**config.mk**
```make
export PLATFORM = sky130hd
export DESIGN_NAME = p_i_cache_ctrl_nway_flat
export DESIGN_NICKNAME = d
export VERILOG_FILES = /design/src/rtl/p_i_cache_ctrl_nway_if.sv /design/src/rtl/p_i_cache_ctrl_nway.sv /design/src/flat_wrapper.sv
export SDC_FILE = /design/constraint.sdc
export NUM_CORES = 1
export LEC_CHECK = 0
export BUFFER_PORTS_ARGS = -buffer_cell sky130_fd_sc_hd__buf_2
export CORE_UTILIZATION = 40
export DETAILED_ROUTE_END_ITERATION = 10
export GPL_TIMING_DRIVEN = 0
export PLACE_DENSITY_LB_ADDON = 0.15
export SLEW_MARGIN = 20
export SYNTH_ARGS = -nofsm -noshare
export SYNTH_HDL_FRONTEND = slang
export SYNTH_SLANG_ARGS = --single-unit
```
**constraint.sdc**
```tcl
create_clock -name clk -period 1.8 [get_ports clk]
set_input_delay 0 -clock clk [delete_from_list [all_inputs] [get_ports clk]]
set_output_delay 0 -clock clk [all_outputs]
set_load 0.01 [all_outputs]
```
**src/rtl/p_i_cache_ctrl_nway_if.sv**
```systemverilog
`default_nettype none
// ============================================================================
//  Module   : p_i_cache_ctrl_nway_if
//  Brief    : Control bundle between the N-way I-cache controller and its
//             datapath / CPU / memory neighbours.
//  Revision : 1.0  initial release
// ============================================================================
interface p_i_cache_ctrl_nway_if #(
    parameter int WAYS = 4,
    parameter int SETS = 8
);
    localparam int IDX_W = $clog2(SETS);

    logic               mem_read;
    logic               mem_resp;
    logic               pmem_read;
    logic               pmem_resp;
    logic               hit;
    logic [WAYS-1:0]    hit_vec;
    logic [WAYS-1:0]    valid_vec;
    logic [WAYS-2:0]    plru_in;
    logic               flush_req;
    logic [WAYS-1:0]    valid_load;
    logic               valid_datain;
    logic [WAYS-1:0]    tag_load;
    logic [WAYS-1:0]    data_we;
    logic               plru_load;
    logic [WAYS-2:0]    plru_datain;
    logic               load_stage_reg;
    logic [1:0]         addr_sel;
    logic [IDX_W-1:0]   flush_idx;
    logic               flush_busy;
    logic               flush_done;

    // Controller side
    modport master (
        input  mem_read, pmem_resp, hit, hit_vec, valid_vec, plru_in, flush_req,
        output mem_resp, pmem_read, valid_load, valid_datain, tag_load, data_we,
               plru_load, plru_datain, load_stage_reg, addr_sel, flush_idx,
               flush_busy, flush_done
    );

    // Datapath / environment side
    modport slave (
        output mem_read, pmem_resp, hit, hit_vec, valid_vec, plru_in, flush_req,
        input  mem_resp, pmem_read, valid_load, valid_datain, tag_load, data_we,
               plru_load, plru_datain, load_stage_reg, addr_sel, flush_idx,
               flush_busy, flush_done
    );
endinterface
`default_nettype wire

```
**src/rtl/p_i_cache_ctrl_nway.sv**
```systemverilog
`default_nettype none
// ============================================================================
//  Module   : p_i_cache_ctrl_nway
//  Brief    : Control FSM for a pipelined WAYS-way set-associative I-cache
//             with tree-PLRU replacement and a whole-cache flush sweep.
//  Revision : 1.0  initial release
// ============================================================================
module p_i_cache_ctrl_nway #(
    parameter int WAYS = 4,
    parameter int SETS = 8
) (
    input  wire logic               clk,
    input  wire logic               rst,
    p_i_cache_ctrl_nway_if.master   bus
);
    localparam int IDX_W = $clog2(SETS);
    localparam int NODES = WAYS - 1;

    localparam logic [1:0] SEL_CURR  = 2'd0;
    localparam logic [1:0] SEL_PREV  = 2'd1;
    localparam logic [1:0] SEL_FLUSH = 2'd2;

    typedef enum logic [1:0] {
        S_RUN   = 2'd0,
        S_MISS  = 2'd1,
        S_FLUSH = 2'd2
    } state_t;

    state_t             state_q,      state_d;
    logic               flush_pend_q, flush_pend_d;
    logic [IDX_W-1:0]   flush_idx_q,  flush_idx_d;

    logic [WAYS-1:0]    hit_oh;
    logic [WAYS-1:0]    inv_vec;
    logic [WAYS-1:0]    inv_oh;
    logic [WAYS-1:0]    excl_all;
    logic [WAYS-1:0]    victim_oh;
    logic [WAYS-2:0]    plru_upd;
    logic [WAYS-1:0]    excl [NODES];

    // Lowest set bit wins when several ways report a hit / are invalid.
    assign hit_oh  = bus.hit_vec & (~bus.hit_vec + WAYS'(1));
    assign inv_vec = ~bus.valid_vec;
    assign inv_oh  = inv_vec & (~inv_vec + WAYS'(1));

    // Each tree node covers a contiguous way range split into two halves.
    // Victim: every node rules out the half it does not point to; the one
    // surviving way is the PLRU victim. Update: nodes whose range holds the
    // hit way record which half was taken, the rest keep their old value.
    for (genvar k = 0; k < NODES; k++) begin : g_node
        localparam int DEPTH = $clog2(k + 2) - 1;
        localparam int POS   = k + 1 - (1 << DEPTH);
        localparam int SPAN  = WAYS >> DEPTH;
        localparam int LO    = POS * SPAN;
        localparam logic [WAYS-1:0] LOW_M  = WAYS'(((1 << (SPAN / 2)) - 1) << LO);
        localparam logic [WAYS-1:0] HIGH_M = WAYS'(((1 << (SPAN / 2)) - 1) << (LO + SPAN / 2));

        assign excl[k] = bus.plru_in[NODES-1-k] ? HIGH_M : LOW_M;
        assign plru_upd[NODES-1-k] = (|(hit_oh & (LOW_M | HIGH_M))) ?
                                     (|(hit_oh & HIGH_M)) : bus.plru_in[NODES-1-k];
    end

    // Combine node exclusions and prefer an invalid way over the PLRU choice.
    always_comb begin
        excl_all = '0;
        for (int i = 0; i < NODES; i++) begin
            excl_all = excl_all | excl[i];
        end
        victim_oh = (|inv_vec) ? inv_oh : ~excl_all;
    end

    // Next-state and output decode.
    always_comb begin
        state_d            = state_q;
        flush_pend_d       = flush_pend_q;
        flush_idx_d        = flush_idx_q;
        bus.mem_resp       = 1'b0;
        bus.pmem_read      = 1'b0;
        bus.valid_load     = '0;
        bus.valid_datain   = 1'b0;
        bus.tag_load       = '0;
        bus.data_we        = '0;
        bus.plru_load      = 1'b0;
        bus.plru_datain    = '0;
        bus.load_stage_reg = 1'b1;
        bus.addr_sel       = SEL_CURR;
        bus.flush_busy     = 1'b0;
        bus.flush_done     = 1'b0;

        unique case (state_q)
            S_RUN: begin
                if (bus.mem_read && bus.hit) begin
                    bus.mem_resp    = 1'b1;
                    bus.plru_load   = 1'b1;
                    bus.plru_datain = plru_upd;
                end else if (bus.mem_read) begin
                    bus.load_stage_reg = 1'b0;
                    bus.addr_sel       = SEL_PREV;
                    state_d            = S_MISS;
                end
                // A flush wins over a same-cycle miss; the stalled lookup replays.
                if (bus.flush_req) begin
                    state_d      = S_FLUSH;
                    flush_pend_d = 1'b0;
                end
            end
            S_MISS: begin
                bus.load_stage_reg = 1'b0;
                bus.addr_sel       = SEL_PREV;
                bus.pmem_read      = 1'b1;
                if (bus.flush_req) begin
                    flush_pend_d = 1'b1;
                end
                if (bus.pmem_resp) begin
                    bus.tag_load     = victim_oh;
                    bus.valid_load   = victim_oh;
                    bus.data_we      = victim_oh;
                    bus.valid_datain = 1'b1;
                    if (flush_pend_q || bus.flush_req) begin
                        state_d      = S_FLUSH;
                        flush_pend_d = 1'b0;
                    end else begin
                        state_d = S_RUN;
                    end
                end
            end
            S_FLUSH: begin
                bus.load_stage_reg = 1'b0;
                bus.addr_sel       = SEL_FLUSH;
                bus.flush_busy     = 1'b1;
                bus.valid_load     = '1;
                bus.plru_load      = 1'b1;
                if (flush_idx_q == IDX_W'(SETS - 1)) begin
                    bus.flush_done = 1'b1;
                    flush_idx_d    = '0;
                    state_d        = S_RUN;
                end else begin
                    flush_idx_d = flush_idx_q + IDX_W'(1);
                end
            end
            default: begin
                state_d = S_RUN;
            end
        endcase
    end

    assign bus.flush_idx = flush_idx_q;

    // State registers with synchronous reset.
    always_ff @(posedge clk) begin
        if (rst) begin
            state_q      <= S_RUN;
            flush_pend_q <= 1'b0;
            flush_idx_q  <= '0;
        end else begin
            state_q      <= state_d;
            flush_pend_q <= flush_pend_d;
            flush_idx_q  <= flush_idx_d;
        end
    end
endmodule
`default_nettype wire

```
**src/flat_wrapper.sv**
```systemverilog
// flat-port wrapper written by rule: the top's interface ports become plain ports
module p_i_cache_ctrl_nway_flat 
#(
    parameter int WAYS = 4,
    parameter int SETS = 8
)
  (clk, rst, bus_mem_read, bus_pmem_resp, bus_hit, bus_hit_vec, bus_valid_vec, bus_plru_in, bus_flush_req, bus_mem_resp, bus_pmem_read, bus_valid_load, bus_valid_datain, bus_tag_load, bus_data_we, bus_plru_load, bus_plru_datain, bus_load_stage_reg, bus_addr_sel, bus_flush_idx, bus_flush_busy, bus_flush_done);
  p_i_cache_ctrl_nway_if #(.WAYS(WAYS), .SETS(SETS)) bus_i ();
  input  wire logic clk;
  input  wire logic rst;
  input wire logic [$bits(bus_i.mem_read)-1:0] bus_mem_read;
  input wire logic [$bits(bus_i.pmem_resp)-1:0] bus_pmem_resp;
  input wire logic [$bits(bus_i.hit)-1:0] bus_hit;
  input wire logic [$bits(bus_i.hit_vec)-1:0] bus_hit_vec;
  input wire logic [$bits(bus_i.valid_vec)-1:0] bus_valid_vec;
  input wire logic [$bits(bus_i.plru_in)-1:0] bus_plru_in;
  input wire logic [$bits(bus_i.flush_req)-1:0] bus_flush_req;
  output wire logic [$bits(bus_i.mem_resp)-1:0] bus_mem_resp;
  output wire logic [$bits(bus_i.pmem_read)-1:0] bus_pmem_read;
  output wire logic [$bits(bus_i.valid_load)-1:0] bus_valid_load;
  output wire logic [$bits(bus_i.valid_datain)-1:0] bus_valid_datain;
  output wire logic [$bits(bus_i.tag_load)-1:0] bus_tag_load;
  output wire logic [$bits(bus_i.data_we)-1:0] bus_data_we;
  output wire logic [$bits(bus_i.plru_load)-1:0] bus_plru_load;
  output wire logic [$bits(bus_i.plru_datain)-1:0] bus_plru_datain;
  output wire logic [$bits(bus_i.load_stage_reg)-1:0] bus_load_stage_reg;
  output wire logic [$bits(bus_i.addr_sel)-1:0] bus_addr_sel;
  output wire logic [$bits(bus_i.flush_idx)-1:0] bus_flush_idx;
  output wire logic [$bits(bus_i.flush_busy)-1:0] bus_flush_busy;
  output wire logic [$bits(bus_i.flush_done)-1:0] bus_flush_done;
  assign bus_i.mem_read = bus_mem_read;
  assign bus_i.pmem_resp = bus_pmem_resp;
  assign bus_i.hit = bus_hit;
  assign bus_i.hit_vec = bus_hit_vec;
  assign bus_i.valid_vec = bus_valid_vec;
  assign bus_i.plru_in = bus_plru_in;
  assign bus_i.flush_req = bus_flush_req;
  assign bus_mem_resp = bus_i.mem_resp;
  assign bus_pmem_read = bus_i.pmem_read;
  assign bus_valid_load = bus_i.valid_load;
  assign bus_valid_datain = bus_i.valid_datain;
  assign bus_tag_load = bus_i.tag_load;
  assign bus_data_we = bus_i.data_we;
  assign bus_plru_load = bus_i.plru_load;
  assign bus_plru_datain = bus_i.plru_datain;
  assign bus_load_stage_reg = bus_i.load_stage_reg;
  assign bus_addr_sel = bus_i.addr_sel;
  assign bus_flush_idx = bus_i.flush_idx;
  assign bus_flush_busy = bus_i.flush_busy;
  assign bus_flush_done = bus_i.flush_done;
  p_i_cache_ctrl_nway #(.WAYS(WAYS), .SETS(SETS)) u_core (.clk(clk), .rst(rst), .bus(bus_i));
endmodule
```
Word level (Yosys, flattened, before mapping). Index checks and enable logic that the tools add are counted.

Reductions and logical operators: 11. Bitwise operators: 8. Equal/unequal tests: 8. Multiplexer cells: 40. Add/subtract/negate cells: 3.

Operators by type and width (number): 4-bit two-way mux (5); 1-bit two-way mux (18); 2-bit two-way mux (8); 4-bit inverter (4); 2-bit case mux with 3 select lines (2); 3-bit two-way mux (3); 4-bit by 1-bit adder with 4-bit output, second input constant (2); 4-bit AND (2); 4-bit bitwise OR (2); 4-bit case mux with 2 select lines (1); 4-bit OR reduction (2); 3-bit != test, second input constant (2); 1-bit case mux with 2 select lines (3); 2-bit OR reduction (3); 2-bit != test, second input constant (2); 4-bit AND reduction (1); 3-bit by 1-bit adder with 3-bit output, second input constant (1); 3-bit == test, second input constant (1); 2-bit by 1-bit == test with 1-bit output, second input constant (1); 2-bit == test, second input constant (1); 2-bit logical NOT (1); 2-bit by 1-bit != test with 1-bit output, second input constant (1); 2-bit AND reduction (1); 2-bit nonzero test (1); 2 further kinds (2).

Input port bits: 17. Output and inout port bits: 27. Flip-flop bits (word level): 6.

Logic depth before layout (Yosys ltp).
Depth in word-level cells: 7. Gate-level depth with buffers: 6.

Worst setup path before layout. OpenSTA, ideal clock, no wires.

Path kind: reg2reg. Start: reg u_core.state_q[0]. End: reg u_core.state_q[1]. Path slack: 0.190 ns. Path buffers: 1. Clock period less this slack: 1.610 ns. Data arrival time: 1.487 ns. Library setup time: 0.123 ns. Cell stages (with the launch flop): 7. Data required time: 1.677 ns. Cells stage by stage: dfxtp_1 -> inv_1 -> ha_1 -> buf_6 -> nor2b_4 -> a311oi_2 -> mux2_1.

Longest elaborated chain between the ends: 3. Elaborated cells on any way between the ends: 9. Classes of those cells: 6 x eq/ne; 1 x mux; 2 x reduce/logical.

Ends and longest elaborated chain: start, declared (line p_i_cache_ctrl_nway.sv:29) `state_t state_q, state_d;`; start signal, assigned (line p_i_cache_ctrl_nway.sv:156) `state_q <= state_d;`; 2-bit == test, or another cell as far along (line p_i_cache_ctrl_nway.sv:90) `unique case (state_q)`; 2-bit by 1-bit != test with 1-bit output (no line), or another cell as far along; 4-bit AND reduction (no line).

Parallel ways exist; a longest one is shown, timed or not. A chain may end at the register's enable or synchronous reset.

Worst setup path after layout.
Start: reg u_core.state_q[1]. End: out bus_tag_load[2].

Longest elaborated chain between the ends: 2.

Ends and longest elaborated chain: 2-bit by 1-bit == test with 1-bit output (line p_i_cache_ctrl_nway.sv:90); 4-bit two-way mux (line p_i_cache_ctrl_nway.sv:90); end, declared (line flat_wrapper.sv:22) `output wire logic [$bits(bus_i.tag_load)-1:0] bus_tag_load;`.

Every way passes these cells.

==> summary.md <==
| Metric | Value |
|---|---|
| Ys Warns | `0` |
| Worst path slowest cell | `dfxtp_1` |
| Flop2flop setup slack | `around 180 ps` |
| Wire length per cell | `~11 microns` |
| Slew margin rel. | `0.8321` |
| Worst Clk Skew | `~0.38 ps` |
| Largest net degree at the start of global routing | `11` |
| Port Buffer Count | `43` |
| Final wirelength | `~1.5 mm` |
| Setup TNS | `0 ps` |
| N_diodes | `0` |
| Gr usage total | `0.1679` |
| H-tree Lvls | `1` |
| Startpoint types | `flop` |
| Via count | `between 700 and 800` |
| First drt pass iteration count | `4` |
| Leak Pwr | `between 0.4 and 0.5 nW` |
| Ordered cell list for the critical path | `inv_1 > ha_1 > nand4_1 > a21oi_1 > buf_4 > buf_2` |
| Synth area leaders | `dfxtp_1 19%, ha_1 12%, nand2b_1 6.0%` |
| Fin nets | `150` |
| Die Area | `between 0.0015 and 0.002 sq mm` |
| Mapped cell area | `roughly 630 sq um` |
| Buf/Inv on CP | `3` |
| CP Capture Type | `output pin` |
| Critical path arrival | `about 1700 ps` |
| Remaining Overflow, GRT | `0` |
| Reg2Reg Depth | `6` |
| Final Max Slew Viols | `0` |
| Status | `finished clean` |
| Synth unique cells | `29` |
| Crit Path Category | `reg2out` |
| Post-synth top area share | `0.1916` |
| Mapped Avg Cell Area | `between 7 and 8 sq um` |
| Unrepaired setup endpoints after global routing | `no` |
| Top_reg_cell synth | `dfxtp_1` |
| Number of global-route vias before repair | `582` |
| Area growth, synth to finish | `41.72%` |
| Beginning of the worst hold path | `rst` |
| DR vias/cell | `just over 5` |
| Minimum hold slack | `approximately 26 ps` |
| TritonCTS Sinks | `6` |
| Iteration-0 DRC Markers | `8` |
| Fraction of layout cells with a size suffix above 1 | `0.4480` |
| Critical R2R Launch | `u_core.state_q[0]$_SDFFE_PP0P_` |
| EDFF count, synth | `0` |
| Metal3 WL | `approximately 94 microns` |
| Hold Buf Count CTS | `0` |
| Cells after Synth | `79` |
| Critical Path RT | `1800 ps` |
| HP Class | `in2reg` |
| Asr flop ratio synth | `0` |
| Top cells by count, synth | `7 x nor2_1, 6 x a21oi_1, 6 x dfxtp_1, 6 x ha_1, 6 x nand2b_1` |
| Power per cell area | `between 500 and 600 mW/mm^2` |
| Worst-Margin Slew | `about 250 ps` |
| Max-Cap Viols | `0` |
| Placer Congestion | `around 0.75` |
| Max clock buf depth | `2` |
| CP max stage delay | `around 320 ps` |
| Row cnt | `13` |
| Syn Nets | `102` |
| CP Max Fanout | `7` |
| Worst-Skew Late Latency | `240 ps` |
| Number of primary I/O pins | `44` |
| Area of the core | `0.001383 sq mm` |
| CTS tree | `done` |
| Starting density of the core | `0.4534` |
| Initial antenna violation count | `0` |
| First-pass GRT wire length | `approximately 2.3 mm` |
| Fin crit share | `0.9151` |
| Hold Crit Endpoint | `u_core.bus.flush_idx[2]$_SDFFE_PP0N_` |
| Post-DRT Antenna Nets | `0` |
| Die Ht | `41.59 microns` |
| Metal2 WL | `around 710 microns` |
| Crit Reg-Reg Endpoint | `u_core.state_q[1]$_SDFFE_PP0P_` |
| Most numerous cell in the Yosys netlist | `nor2_1` |
| Root Buffer | `clkbuf_4` |
| Post-synthesis register bit count | `6` |
| DRC | `0` |
| Register area share after synthesis | `0.1916` |
| M1 WL | `~680 microns` |
| Area leader, netlist | `dfxtp_1` |
| PostCTS Resize Cnt | `0` |
| FMAX | `~0.61 GHz` |
| Total CTS buffers | `3` |
| Final Hold Vio Count | `0` |
| Die width | `41.59 microns` |
| Postcts setup bufs | `0` |
| VDD IR-drop max | `between 0.4 and 0.5 mV` |
| Highest routed layer | `met4` |
| Fillers | `135` |
| DPL Wire Length | `1.246 mm` |
| Minimum clock period | `around 1600 ps` |
| Critical path's top delay family | `buffers and inverters` |
| Hold path depth | `2` |
| Final setup violation count | `0` |
| Clk slew on worst S/H paths | `about 40 ps` |
## stage by stage
stage | std cells | power (W) | util | worst slack [ps] | cell area (sq um)
after floorplan | 79 | 0.0002864 | - | 189.9 | 626.9
after global placement | 137 | 0.0003585 | 0.6226 | 172.9 | 860.8
final | 140 | 0.0004836 | 0.6425 | 152.8 | 888.4
after global routing | 140 | 0.0005171 | 0.6425 | 50.67 | 888.4
after CTS | 140 | 0.0004888 | 0.6389 | 81.96 | 883.3
after detailed placement | 137 | 0.0003619 | 0.6226 | 163.3 | 860.8
## cells in the final DEF, fill, tap and decap left out, types with 3 or more instances in the layout
| cell | n |
|---|---|
| nor2_1 | 7 |
| buf_4 | 4 |
| mux2i_1 | 3 |
| nor3_1 | 3 |
| clkbuf_4 | 3 |
| ha_1 | 6 |
| dfxtp_1 | 6 |
| inv_1 | 5 |
| o21a_1 | 4 |
| a21oi_1 | 6 |
| buf_2 | 43 |
| o21ai_0 | 3 |
| nand2b_1 | 6 |
| nand3_1 | 4 |
## cell type report
| class | instances | area, sq um | share of cell area |
|---|---|---|---|
| timing repair buffer | 43 | 215.2 | 0.2423 |
| inverter | 5 | 18.77 | 0.02113 |
| tap | 15 | 18.77 | 0.02113 |
| clock buffer | 3 | 22.52 | 0.02535 |
| sequential | 6 | 120.1 | 0.1352 |
| multi-input combinational | 62 | 446.7 | 0.5028 |
| buffer | 6 | 46.29 | 0.05211 |
## registers in the layout, indices dropped and copies added (netlist names)
name                  count
u_core.state_q            2
u_core.bus.flush_idx      3
u_core.flush_pend_q       1
## cell families after synthesis
group / after synthesis / share of synthesized area
mux: 4 / 0.06587
buf+inv: 11 / 0.1038
fa+ha+maj: 6 / 0.1198
compound gates: 19 / 0.2096
simple gates: 33 / 0.3094
flops: 6 / 0.1916
## worst max path at each step
stage | start | to | slack, ps | depth (start not counted)
CTS | u_core.state_q[1]$_SDFFE_PP0P_ | bus_tag_load[3] | 80 | 6
finish | u_core.state_q[1]$_SDFFE_PP0P_ | bus_tag_load[2] | 150 | 6
detailed placement | u_core.state_q[0]$_SDFFE_PP0P_ | u_core.state_q[1]$_SDFFE_PP0P_ | 160 | 6
floorplan | u_core.state_q[0]$_SDFFE_PP0P_ | u_core.state_q[1]$_SDFFE_PP0P_ | 190 | 6
global route | u_core.state_q[1]$_SDFFE_PP0P_ | bus_tag_load[2] | 50 | 6
global placement | u_core.state_q[0]$_SDFFE_PP0P_ | u_core.state_q[1]$_SDFFE_PP0P_ | 170 | 6
## metal layers
metal,GRT usage,vias to the layer above
met5,0,-
met4,0.03871,0
met3,0.04348,3
met2,0.3031,28
met1,0.1953,306
li1,-,371
## report_power, final
part	switching [W]	internal [W]	total, W
Combinational	0.000110	0.0000993	0.000209
Sequential	0.00000709	0.000142	0.000149
Clock	0.0000498	0.0000755	0.000125
(Power assumes the default switching activity.)
